`config.mk`:
```
export PLATFORM = sky130hd
export DESIGN_NAME = trap_controller_flat
export DESIGN_NICKNAME = d
export VERILOG_FILES = /design/src/rtl/trap_controller_if.sv /design/src/rtl/trap_controller.sv /design/src/flat_wrapper.sv
export SDC_FILE = /design/constraint.sdc
export NUM_CORES = 1
export LEC_CHECK = 0
export BUFFER_PORTS_ARGS = -buffer_cell sky130_fd_sc_hd__buf_4
export CAP_MARGIN = 0
export CELL_PAD_IN_SITES_DETAIL_PLACEMENT = 0
export CELL_PAD_IN_SITES_GLOBAL_PLACEMENT = 1
export CORE_AREA = 2 2 285 287
export CTS_BUF_LIST = sky130_fd_sc_hd__clkbuf_8
export DETAILED_ROUTE_END_ITERATION = 10
export DIE_AREA = 0 0 287 289
export HOLD_SLACK_MARGIN = 0.12
export PLACE_DENSITY_LB_ADDON = 0.1
export SYNTH_ARGS = -nofsm -noshare
export SYNTH_HDL_FRONTEND = slang
export SYNTH_SLANG_ARGS = --single-unit
```
`constraint.sdc`:
```
create_clock -name clk -period 3.6 [get_ports clk]
set_input_delay 0.54 -clock clk [delete_from_list [all_inputs] [get_ports clk]]
set_output_delay 0.54 -clock clk [all_outputs]
set_load 0.005 [all_outputs]
```
`src/rtl/trap_controller_if.sv`:
```
// trap_controller_if
// Bundles every signal between the trap sequencer and its neighbours:
// writeback reports (exc_*, ret_*), interrupt state (irq_lines, mie_csr,
// mstatus_mie, cur_priv), CSR values (mtvec/xepc), pipeline status and
// fetch handshake (pipe_empty, redirect_*), and the privilege block
// requests (handle_*, save_*, exception_code).
// Modports:
//   master : the trap controller (drives flush/stall/handle/redirect outputs)
//   slave  : the surrounding core / testbench (drives reports and CSR values)
interface trap_controller_if #(
  parameter int REG_WIDTH = 64
);
  logic                 exc_valid;
  logic [REG_WIDTH-1:0] exc_pc;
  logic [REG_WIDTH-2:0] exc_code;
  logic [1:0]           cur_priv;
  logic [2:0]           irq_lines;
  logic [REG_WIDTH-1:0] mie_csr;
  logic                 mstatus_mie;
  logic [REG_WIDTH-1:0] retire_pc;
  logic                 ret_valid;
  logic [1:0]           ret_kind;
  logic [REG_WIDTH-1:0] mtvec_csr;
  logic [REG_WIDTH-1:0] mepc_csr;
  logic [REG_WIDTH-1:0] sepc_csr;
  logic [REG_WIDTH-1:0] uepc_csr;
  logic                 pipe_empty;
  logic                 redirect_ready;

  logic                 flush;
  logic                 stall_fetch;
  logic                 handle_interrupt;
  logic                 handle_exception;
  logic                 handle_mret;
  logic                 handle_sret;
  logic                 handle_uret;
  logic [REG_WIDTH-1:0] save_pc;
  logic [1:0]           save_priv;
  logic [REG_WIDTH-2:0] exception_code;
  logic                 redirect_valid;
  logic [REG_WIDTH-1:0] redirect_pc;
  logic                 busy;
  logic                 drain_timeout;

  modport master (
    input  exc_valid, exc_pc, exc_code, cur_priv, irq_lines, mie_csr,
           mstatus_mie, retire_pc, ret_valid, ret_kind, mtvec_csr,
           mepc_csr, sepc_csr, uepc_csr, pipe_empty, redirect_ready,
    output flush, stall_fetch, handle_interrupt, handle_exception,
           handle_mret, handle_sret, handle_uret, save_pc, save_priv,
           exception_code, redirect_valid, redirect_pc, busy, drain_timeout
  );

  modport slave (
    output exc_valid, exc_pc, exc_code, cur_priv, irq_lines, mie_csr,
           mstatus_mie, retire_pc, ret_valid, ret_kind, mtvec_csr,
           mepc_csr, sepc_csr, uepc_csr, pipe_empty, redirect_ready,
    input  flush, stall_fetch, handle_interrupt, handle_exception,
           handle_mret, handle_sret, handle_uret, save_pc, save_priv,
           exception_code, redirect_valid, redirect_pc, busy, drain_timeout
  );
endinterface

```
`src/rtl/trap_controller.sv`:
```
// trap_controller
// Trap sequencer in front of the privilege CSR block. In IDLE it picks one
// event (exception > enabled interrupt > xRET), flushes younger instructions,
// drains the pipeline (bounded by DRAIN_TIMEOUT), issues a one-cycle handle_*
// pulse with save_pc/save_priv/exception_code, then redirects fetch.
// Ports:
//   clk   : clock
//   reset : synchronous active-high reset
//   bus   : trap_controller_if master modport (all reports, CSRs, handshakes)
module trap_controller #(
  parameter int REG_WIDTH     = 64,
  parameter int DRAIN_TIMEOUT = 15
) (
  input logic            clk,
  input logic            reset,
  trap_controller_if.master bus
);

  typedef enum logic [1:0] {IDLE, DRAIN, COMMIT, REDIRECT} state_t;
  typedef enum logic [2:0] {KIND_NONE, KIND_INT, KIND_EXC, KIND_MRET, KIND_SRET, KIND_URET} kind_t;

  localparam int CW = (DRAIN_TIMEOUT > 1) ? $clog2(DRAIN_TIMEOUT) : 1;
  localparam logic [CW-1:0] LAST_COUNT = CW'(DRAIN_TIMEOUT - 1);

  state_t               state, state_next;
  kind_t                kind_q, event_kind;
  logic [REG_WIDTH-2:0] code_q, event_code;
  logic [REG_WIDTH-1:0] pc_q, event_pc;
  logic [1:0]           priv_q;
  logic [CW-1:0]        count_q;
  logic [REG_WIDTH-1:0] redirect_pc_q, target_pc;
  logic                 drain_timeout_q;
  logic                 event_valid;
  logic                 forced_exit;

  logic [2:0] irq_pending;
  logic       irq_global;

  logic                 flush_c, stall_c, redirect_valid_c;
  logic                 h_int, h_exc, h_mret, h_sret, h_uret;
  logic [REG_WIDTH-1:0] save_pc_c, redirect_pc_c;
  logic [1:0]           save_priv_c;
  logic [REG_WIDTH-2:0] code_c;

  logic unused_mie_bits;
  assign unused_mie_bits = ^{bus.mie_csr[REG_WIDTH-1:12], bus.mie_csr[10:8],
                             bus.mie_csr[6:4], bus.mie_csr[2:0]};

  // Interrupts below M-mode are always taken; in M-mode only with MIE set.
  assign irq_global  = bus.mstatus_mie | (bus.cur_priv != 2'd3);
  assign irq_pending = irq_global ?
                       (bus.irq_lines & {bus.mie_csr[11], bus.mie_csr[7], bus.mie_csr[3]}) :
                       3'b000;

  // Event selection; only consulted while IDLE.
  always_comb begin
    event_valid = 1'b0;
    event_kind  = KIND_NONE;
    event_code  = '0;
    event_pc    = '0;
    if (bus.exc_valid) begin
      event_valid = 1'b1;
      event_kind  = KIND_EXC;
      event_code  = bus.exc_code;
      event_pc    = bus.exc_pc;
    end else if (|irq_pending) begin
      event_valid = 1'b1;
      event_kind  = KIND_INT;
      event_pc    = bus.retire_pc;
      if (irq_pending[2])      event_code = (REG_WIDTH-1)'(11);
      else if (irq_pending[0]) event_code = (REG_WIDTH-1)'(3);
      else                     event_code = (REG_WIDTH-1)'(7);
    end else if (bus.ret_valid && bus.ret_kind != 2'b00) begin
      event_valid = 1'b1;
      event_pc    = bus.retire_pc;
      case (bus.ret_kind)
        2'b01:   event_kind = KIND_MRET;
        2'b10:   event_kind = KIND_SRET;
        default: event_kind = KIND_URET;
      endcase
    end
  end

  // Fetch target computed from CSRs as they stand during COMMIT.
  // Vectored mode adds 4*cause for interrupts only, wrapping at 64 bits.
  always_comb begin
    logic [REG_WIDTH-1:0] base;
    logic [REG_WIDTH-1:0] code_ext;
    base      = {bus.mtvec_csr[REG_WIDTH-1:2], 2'b00};
    code_ext  = {1'b0, code_q};
    target_pc = base;
    case (kind_q)
      KIND_INT:  if (bus.mtvec_csr[1:0] == 2'b01) target_pc = base + (code_ext << 2);
      KIND_MRET: target_pc = bus.mepc_csr;
      KIND_SRET: target_pc = bus.sepc_csr;
      KIND_URET: target_pc = bus.uepc_csr;
      default:   target_pc = base;
    endcase
  end

  // Next-state and output decode; every output is zero unless its state drives it.
  always_comb begin
    state_next       = state;
    forced_exit      = 1'b0;
    flush_c          = 1'b0;
    stall_c          = 1'b0;
    redirect_valid_c = 1'b0;
    redirect_pc_c    = '0;
    h_int            = 1'b0;
    h_exc            = 1'b0;
    h_mret           = 1'b0;
    h_sret           = 1'b0;
    h_uret           = 1'b0;
    save_pc_c        = '0;
    save_priv_c      = 2'b00;
    code_c           = '0;
    case (state)
      IDLE: begin
        if (event_valid) begin
          flush_c    = 1'b1;
          state_next = DRAIN;
        end
      end
      DRAIN: begin
        stall_c = 1'b1;
        if (bus.pipe_empty) begin
          state_next = COMMIT;
        end else if (count_q == LAST_COUNT) begin
          state_next  = COMMIT;
          forced_exit = 1'b1;
        end
      end
      COMMIT: begin
        stall_c     = 1'b1;
        h_int       = (kind_q == KIND_INT);
        h_exc       = (kind_q == KIND_EXC);
        h_mret      = (kind_q == KIND_MRET);
        h_sret      = (kind_q == KIND_SRET);
        h_uret      = (kind_q == KIND_URET);
        save_pc_c   = pc_q;
        save_priv_c = priv_q;
        code_c      = code_q;
        state_next  = REDIRECT;
      end
      REDIRECT: begin
        stall_c          = 1'b1;
        redirect_valid_c = 1'b1;
        redirect_pc_c    = redirect_pc_q;
        if (bus.redirect_ready) state_next = IDLE;
      end
      default: state_next = IDLE;
    endcase
  end

  // State register plus the per-trap latches and the sticky timeout flag.
  always_ff @(posedge clk) begin
    if (reset) begin
      state           <= IDLE;
      kind_q          <= KIND_NONE;
      code_q          <= '0;
      pc_q            <= '0;
      priv_q          <= 2'b00;
      count_q         <= '0;
      redirect_pc_q   <= '0;
      drain_timeout_q <= 1'b0;
    end else begin
      state <= state_next;
      if (state == IDLE && event_valid) begin
        kind_q  <= event_kind;
        code_q  <= event_code;
        pc_q    <= event_pc;
        priv_q  <= bus.cur_priv;
        count_q <= '0;
      end
      if (state == DRAIN) count_q <= count_q + 1'b1;
      if (forced_exit) drain_timeout_q <= 1'b1;
      if (state == COMMIT) redirect_pc_q <= target_pc;
    end
  end

  assign bus.flush            = flush_c;
  assign bus.stall_fetch      = stall_c;
  assign bus.handle_interrupt = h_int;
  assign bus.handle_exception = h_exc;
  assign bus.handle_mret      = h_mret;
  assign bus.handle_sret      = h_sret;
  assign bus.handle_uret      = h_uret;
  assign bus.save_pc          = save_pc_c;
  assign bus.save_priv        = save_priv_c;
  assign bus.exception_code   = code_c;
  assign bus.redirect_valid   = redirect_valid_c;
  assign bus.redirect_pc      = redirect_pc_c;
  assign bus.busy             = (state != IDLE);
  assign bus.drain_timeout    = drain_timeout_q;

endmodule
```
`src/flat_wrapper.sv`:
```
// flat-port wrapper written by rule: the top's interface ports become plain ports
module trap_controller_flat 
#(
  parameter int REG_WIDTH     = 64,
  parameter int DRAIN_TIMEOUT = 15
)
  (clk, reset, bus_exc_valid, bus_exc_pc, bus_exc_code, bus_cur_priv, bus_irq_lines, bus_mie_csr, bus_mstatus_mie, bus_retire_pc, bus_ret_valid, bus_ret_kind, bus_mtvec_csr, bus_mepc_csr, bus_sepc_csr, bus_uepc_csr, bus_pipe_empty, bus_redirect_ready, bus_flush, bus_stall_fetch, bus_handle_interrupt, bus_handle_exception, bus_handle_mret, bus_handle_sret, bus_handle_uret, bus_save_pc, bus_save_priv, bus_exception_code, bus_redirect_valid, bus_redirect_pc, bus_busy, bus_drain_timeout);
  trap_controller_if #(.REG_WIDTH(REG_WIDTH)) bus_i ();
  input logic clk;
  input logic reset;
  input wire logic [$bits(bus_i.exc_valid)-1:0] bus_exc_valid;
  input wire logic [$bits(bus_i.exc_pc)-1:0] bus_exc_pc;
  input wire logic [$bits(bus_i.exc_code)-1:0] bus_exc_code;
  input wire logic [$bits(bus_i.cur_priv)-1:0] bus_cur_priv;
  input wire logic [$bits(bus_i.irq_lines)-1:0] bus_irq_lines;
  input wire logic [$bits(bus_i.mie_csr)-1:0] bus_mie_csr;
  input wire logic [$bits(bus_i.mstatus_mie)-1:0] bus_mstatus_mie;
  input wire logic [$bits(bus_i.retire_pc)-1:0] bus_retire_pc;
  input wire logic [$bits(bus_i.ret_valid)-1:0] bus_ret_valid;
  input wire logic [$bits(bus_i.ret_kind)-1:0] bus_ret_kind;
  input wire logic [$bits(bus_i.mtvec_csr)-1:0] bus_mtvec_csr;
  input wire logic [$bits(bus_i.mepc_csr)-1:0] bus_mepc_csr;
  input wire logic [$bits(bus_i.sepc_csr)-1:0] bus_sepc_csr;
  input wire logic [$bits(bus_i.uepc_csr)-1:0] bus_uepc_csr;
  input wire logic [$bits(bus_i.pipe_empty)-1:0] bus_pipe_empty;
  input wire logic [$bits(bus_i.redirect_ready)-1:0] bus_redirect_ready;
  output wire logic [$bits(bus_i.flush)-1:0] bus_flush;
  output wire logic [$bits(bus_i.stall_fetch)-1:0] bus_stall_fetch;
  output wire logic [$bits(bus_i.handle_interrupt)-1:0] bus_handle_interrupt;
  output wire logic [$bits(bus_i.handle_exception)-1:0] bus_handle_exception;
  output wire logic [$bits(bus_i.handle_mret)-1:0] bus_handle_mret;
  output wire logic [$bits(bus_i.handle_sret)-1:0] bus_handle_sret;
  output wire logic [$bits(bus_i.handle_uret)-1:0] bus_handle_uret;
  output wire logic [$bits(bus_i.save_pc)-1:0] bus_save_pc;
  output wire logic [$bits(bus_i.save_priv)-1:0] bus_save_priv;
  output wire logic [$bits(bus_i.exception_code)-1:0] bus_exception_code;
  output wire logic [$bits(bus_i.redirect_valid)-1:0] bus_redirect_valid;
  output wire logic [$bits(bus_i.redirect_pc)-1:0] bus_redirect_pc;
  output wire logic [$bits(bus_i.busy)-1:0] bus_busy;
  output wire logic [$bits(bus_i.drain_timeout)-1:0] bus_drain_timeout;
  assign bus_i.exc_valid = bus_exc_valid;
  assign bus_i.exc_pc = bus_exc_pc;
  assign bus_i.exc_code = bus_exc_code;
  assign bus_i.cur_priv = bus_cur_priv;
  assign bus_i.irq_lines = bus_irq_lines;
  assign bus_i.mie_csr = bus_mie_csr;
  assign bus_i.mstatus_mie = bus_mstatus_mie;
  assign bus_i.retire_pc = bus_retire_pc;
  assign bus_i.ret_valid = bus_ret_valid;
  assign bus_i.ret_kind = bus_ret_kind;
  assign bus_i.mtvec_csr = bus_mtvec_csr;
  assign bus_i.mepc_csr = bus_mepc_csr;
  assign bus_i.sepc_csr = bus_sepc_csr;
  assign bus_i.uepc_csr = bus_uepc_csr;
  assign bus_i.pipe_empty = bus_pipe_empty;
  assign bus_i.redirect_ready = bus_redirect_ready;
  assign bus_flush = bus_i.flush;
  assign bus_stall_fetch = bus_i.stall_fetch;
  assign bus_handle_interrupt = bus_i.handle_interrupt;
  assign bus_handle_exception = bus_i.handle_exception;
  assign bus_handle_mret = bus_i.handle_mret;
  assign bus_handle_sret = bus_i.handle_sret;
  assign bus_handle_uret = bus_i.handle_uret;
  assign bus_save_pc = bus_i.save_pc;
  assign bus_save_priv = bus_i.save_priv;
  assign bus_exception_code = bus_i.exception_code;
  assign bus_redirect_valid = bus_i.redirect_valid;
  assign bus_redirect_pc = bus_i.redirect_pc;
  assign bus_busy = bus_i.busy;
  assign bus_drain_timeout = bus_i.drain_timeout;
  trap_controller #(.REG_WIDTH(REG_WIDTH), .DRAIN_TIMEOUT(DRAIN_TIMEOUT)) u_core (.clk(clk), .reset(reset), .bus(bus_i));
endmodule
```
==> reports/metrics.yaml <==
critical_path:
  arrival_ns: 4.10
  start_kind: "register"
  worstSetupEndpointType: "register"
  cp.required_ns: 4.17
  cp_max_fo: 5
  crit_type: "register to register"
place:
  pre_cts_slack_ns: -0.628
  dp_hpwl_mm: 72.8
  globalplace.congestion: 0.869
  port-buffer-count: 666
  placed_cell_area_mm2: 0.0215
die:
  core-area_mm2: 0.0799
  start_util_pct: 18.5
  std_cell_rows: 104
  die-area_mm2: 0.0829
  die_w_um: 287
  die_h_um: 289
  num_io_pins: 728
cts:
  cts_made_buffers: 45
  cts-root-buf: "clkbuf_8"
  cts_tree: "yes"
  clock_latency_ns: 0.64
  cts_buffer_depth: 3
  clk_pin_slew_ns: 0.06
  h-tree-depth: 2
  cts.sinks: 203
sta:
  setup_ws_ns: 0.0656
  finClkSkew_ns: 0.0270
  rsz0062_at_grt: "true"
  fin_crit_sh_pct: 98.2
  hold_violations: 0
  setup_violations: 0
  hold_slack_ns: 0.184
  worst_pin_slew_ns: 1.30
  relSlewSlack_pct: 12.9
  fmax_mhz: 283
  min_period_ns: 3.53
  slew_viol_final: 0
grt:
  grt.total_usage_pct: 21.6
  grt_max_degree: 131
  grt_antenna_before_repair: 12
  grt_pass1_vias: 19092
  grt_pass1_wl_mm: 132
  grt-ovfl-total: 0
final_layout:
  synthToLayoutAreaGrowth_pct: 56.9
  final_common_cell: "buf_4"
  fin_nets: 3372
  drive_gt1_share_pct: 32.8
  fin_area_mm2: 0.0232
  mostFrequentLayoutCells: "buf_4 (787), nor2_1 (273), a21oi_1 (199), dfxtp_1 (199), and2_1 (196)"
yosys:
  yosysSeqAreaShare_pct: 27.5
  ys.flop_type: "dfxtp_1"
  synth_cells: 2052
  synth-async-reset-ratio_pct: 0
  synth_cell_types: 70
  synth_area_per_cell_um2: 7.21
  synth_area_mm2: 0.0148
  ys_ff_latch: 203
  yosys_warnings: 0
  synth_edf_count: 0
  syn-num-nets: 2645
routing:
  drt_wl_total_mm: 93.7
  avgViaCountPerCell: 4.77
  ant_nets: 0
  wire_per_inst_um: 24.2
  drtPass1Iterations: 5
  drc: 0
  vias: 18472
  drt_iter0_drc: 1065
status:
  status: "finished clean"
pwr:
  leakage_nw: 10.2
  powerDensity_mw_per_mm2: 515
  ir_drop_uv: 404
hold_path:
  min_path_type: "input pin to register"
flow_run:
  cap_violations: 0
[sequential cells by signal, indices dropped and copies added (netlist names)]
signal                    cells
u_core.priv_q                 2
u_core.redirect_pc_q         64
u_core.pc_q                  64
u_core.count_q                4
u_core.state                  2
u_core.bus.drain_timeout      1
u_core.code_q                63
u_core.kind_q                 3
[kinds of logic (layout without fill, tap and decap cells)]
| logic type | Yosys count | count (layout) | synth area share (%) |
|---|---|---|---|
| AND/OR/NAND/NOR | 776 | 776 | 25.0 |
| AO/OA/AOI/OAI | 732 | 732 | 32.0 |
| flip-flops | 203 | 203 | 27.5 |
| buffers and inverters | 200 | 961 | 5.13 |
| adder cells (fa/ha/maj) | 68 | 68 | 5.80 |
| XOR/XNOR | 58 | 58 | 3.43 |
| multiplexers | 15 | 15 | 1.12 |
| other | 0 | 2 | 0 |
[metal layers]
metal | share of wire, % | vias to the layer above | track usage (%)
met4 | 1.5 | 20 | 3.78
met5 | 0.13 | - | 0
met3 | 7.2 | 92 | 6.01
met1 | 42 | 8901 | 26.2
li1 | - | 8905 | -
met2 | 49 | 554 | 38.3
[cell usage after synthesis (all sizes together) (2+ instances only)]
cell | number | area [um^2]
a31oi | 11 | 81.3
a22oi | 67 | 503
o21bai | 13 | 97.6
o211ai | 20 | 150
mux2i | 6 | 60.1
o22ai | 17 | 106
and3 | 6 | 37.5
or2 | 4 | 25.0
nor2 | 278 | 1040
xnor2 | 33 | 289
dfxtp | 203 | 4060
nand4 | 14 | 93.8
a2111oi | 2 | 36.3
buf | 21 | 87.6
a21boi | 5 | 37.5
nand2b | 8 | 50.1
and2 | 197 | 1230
nand2 | 138 | 518
a211oi | 23 | 173
ha | 67 | 838
a21oi | 202 | 1010
a41oi | 5 | 43.8
a32oi | 13 | 114
o31ai | 4 | 48.8
a221o | 8 | 80.1
inv | 31 | 116
a311oi | 4 | 35.0
o221ai | 12 | 105
o21a | 15 | 113
o21ai | 197 | 986
nor3 | 96 | 495
a21o | 22 | 165
mux2 | 9 | 105
o41ai | 3 | 45.1
xor2 | 25 | 219
o31a | 2 | 17.5
a222oi | 4 | 40.0
nor2b | 8 | 50.1
nor4 | 3 | 18.8
a221oi | 77 | 681
nand3 | 18 | 90.1
clkbuf | 148 | 556
[critical path: stages, from the launching register on]
cell and delay [ns]:
dfxtp_2 0.35, ha_4 0.15, inv_2 0.04, fa_2 0.34, and2b_1 0.23, o211ai_1 0.14, a31o_4 0.32, a2111oi_4 0.48
nor3_4 0.11, o41ai_4 0.37, a221oi_2 0.14, o31ai_4 0.27, nand2b_1 0.12, mux2_4 0.31, a31oi_2 0.12
[where the power goes]
part	internal (W)	switching, W	total (W)
sequential	0.00282	0.000407	0.00323
clock	0.00151	0.00124	0.00275
combinational	0.00232	0.00365	0.00597
[final timing paths]
| path | cells after the start | endpoint | start | slack, ns |
|---|---|---|---|---|
| hold reg to reg | 2 | u_core.redirect_pc_q[38] | u_core.redirect_pc_q[38] | 0.45 |
| setup / recovery | 14 | u_core.redirect_pc_q[58] | u_core.code_q[0] | 0.07 |
| hold / removal | 3 | u_core.code_q[6] | bus_exc_code[6] | 0.18 |
| setup reg to reg | 14 | u_core.redirect_pc_q[58] | u_core.code_q[0] | 0.07 |
[stage by stage]
stage / utilization [%] / total power, W / instances / TNS (ns)
2_1_floorplan: - / 0.00646 / 2052 / 0
3_3_place_gp: 27.0 / 0.00920 / 3733 / -4.90
3_5_place_dp: 27.0 / 0.00924 / 3733 / -5.71
4_1_cts: 28.9 / 0.0122 / 3871 / 0
5_1_grt: 29.0 / 0.0129 / 3874 / -0.312
6_report: 29.0 / 0.0119 / 3875 / 0
[cell type report]
| class | count | area (um^2) |
|---|---|---|
| antenna | 2 | 5.00 |
| clock buffer | 61 | 840 |
| clock inverter | 20 | 95.1 |
| fill | 8886 | 56700 |
| inverter | 31 | 116 |
| multi-input combinational | 1649 | 10200 |
| sequential | 203 | 4080 |
| tap | 1060 | 1330 |
| timing repair buffer | 849 | 6580 |
[timing repair]
| action | in CTS | in global routing |
|---|---|---|
| buffers inserted | 1 | 2 |
| hold buffers | 56 | 0 |
| resized for setup | 6 | 22 |
| setup endpoints to repair | 9 | 9 |
| pin swaps | 3 | 14 |
| hold endpoints to repair | 56 | 0 |
Note: power is estimated with default switching activity, not from simulation.
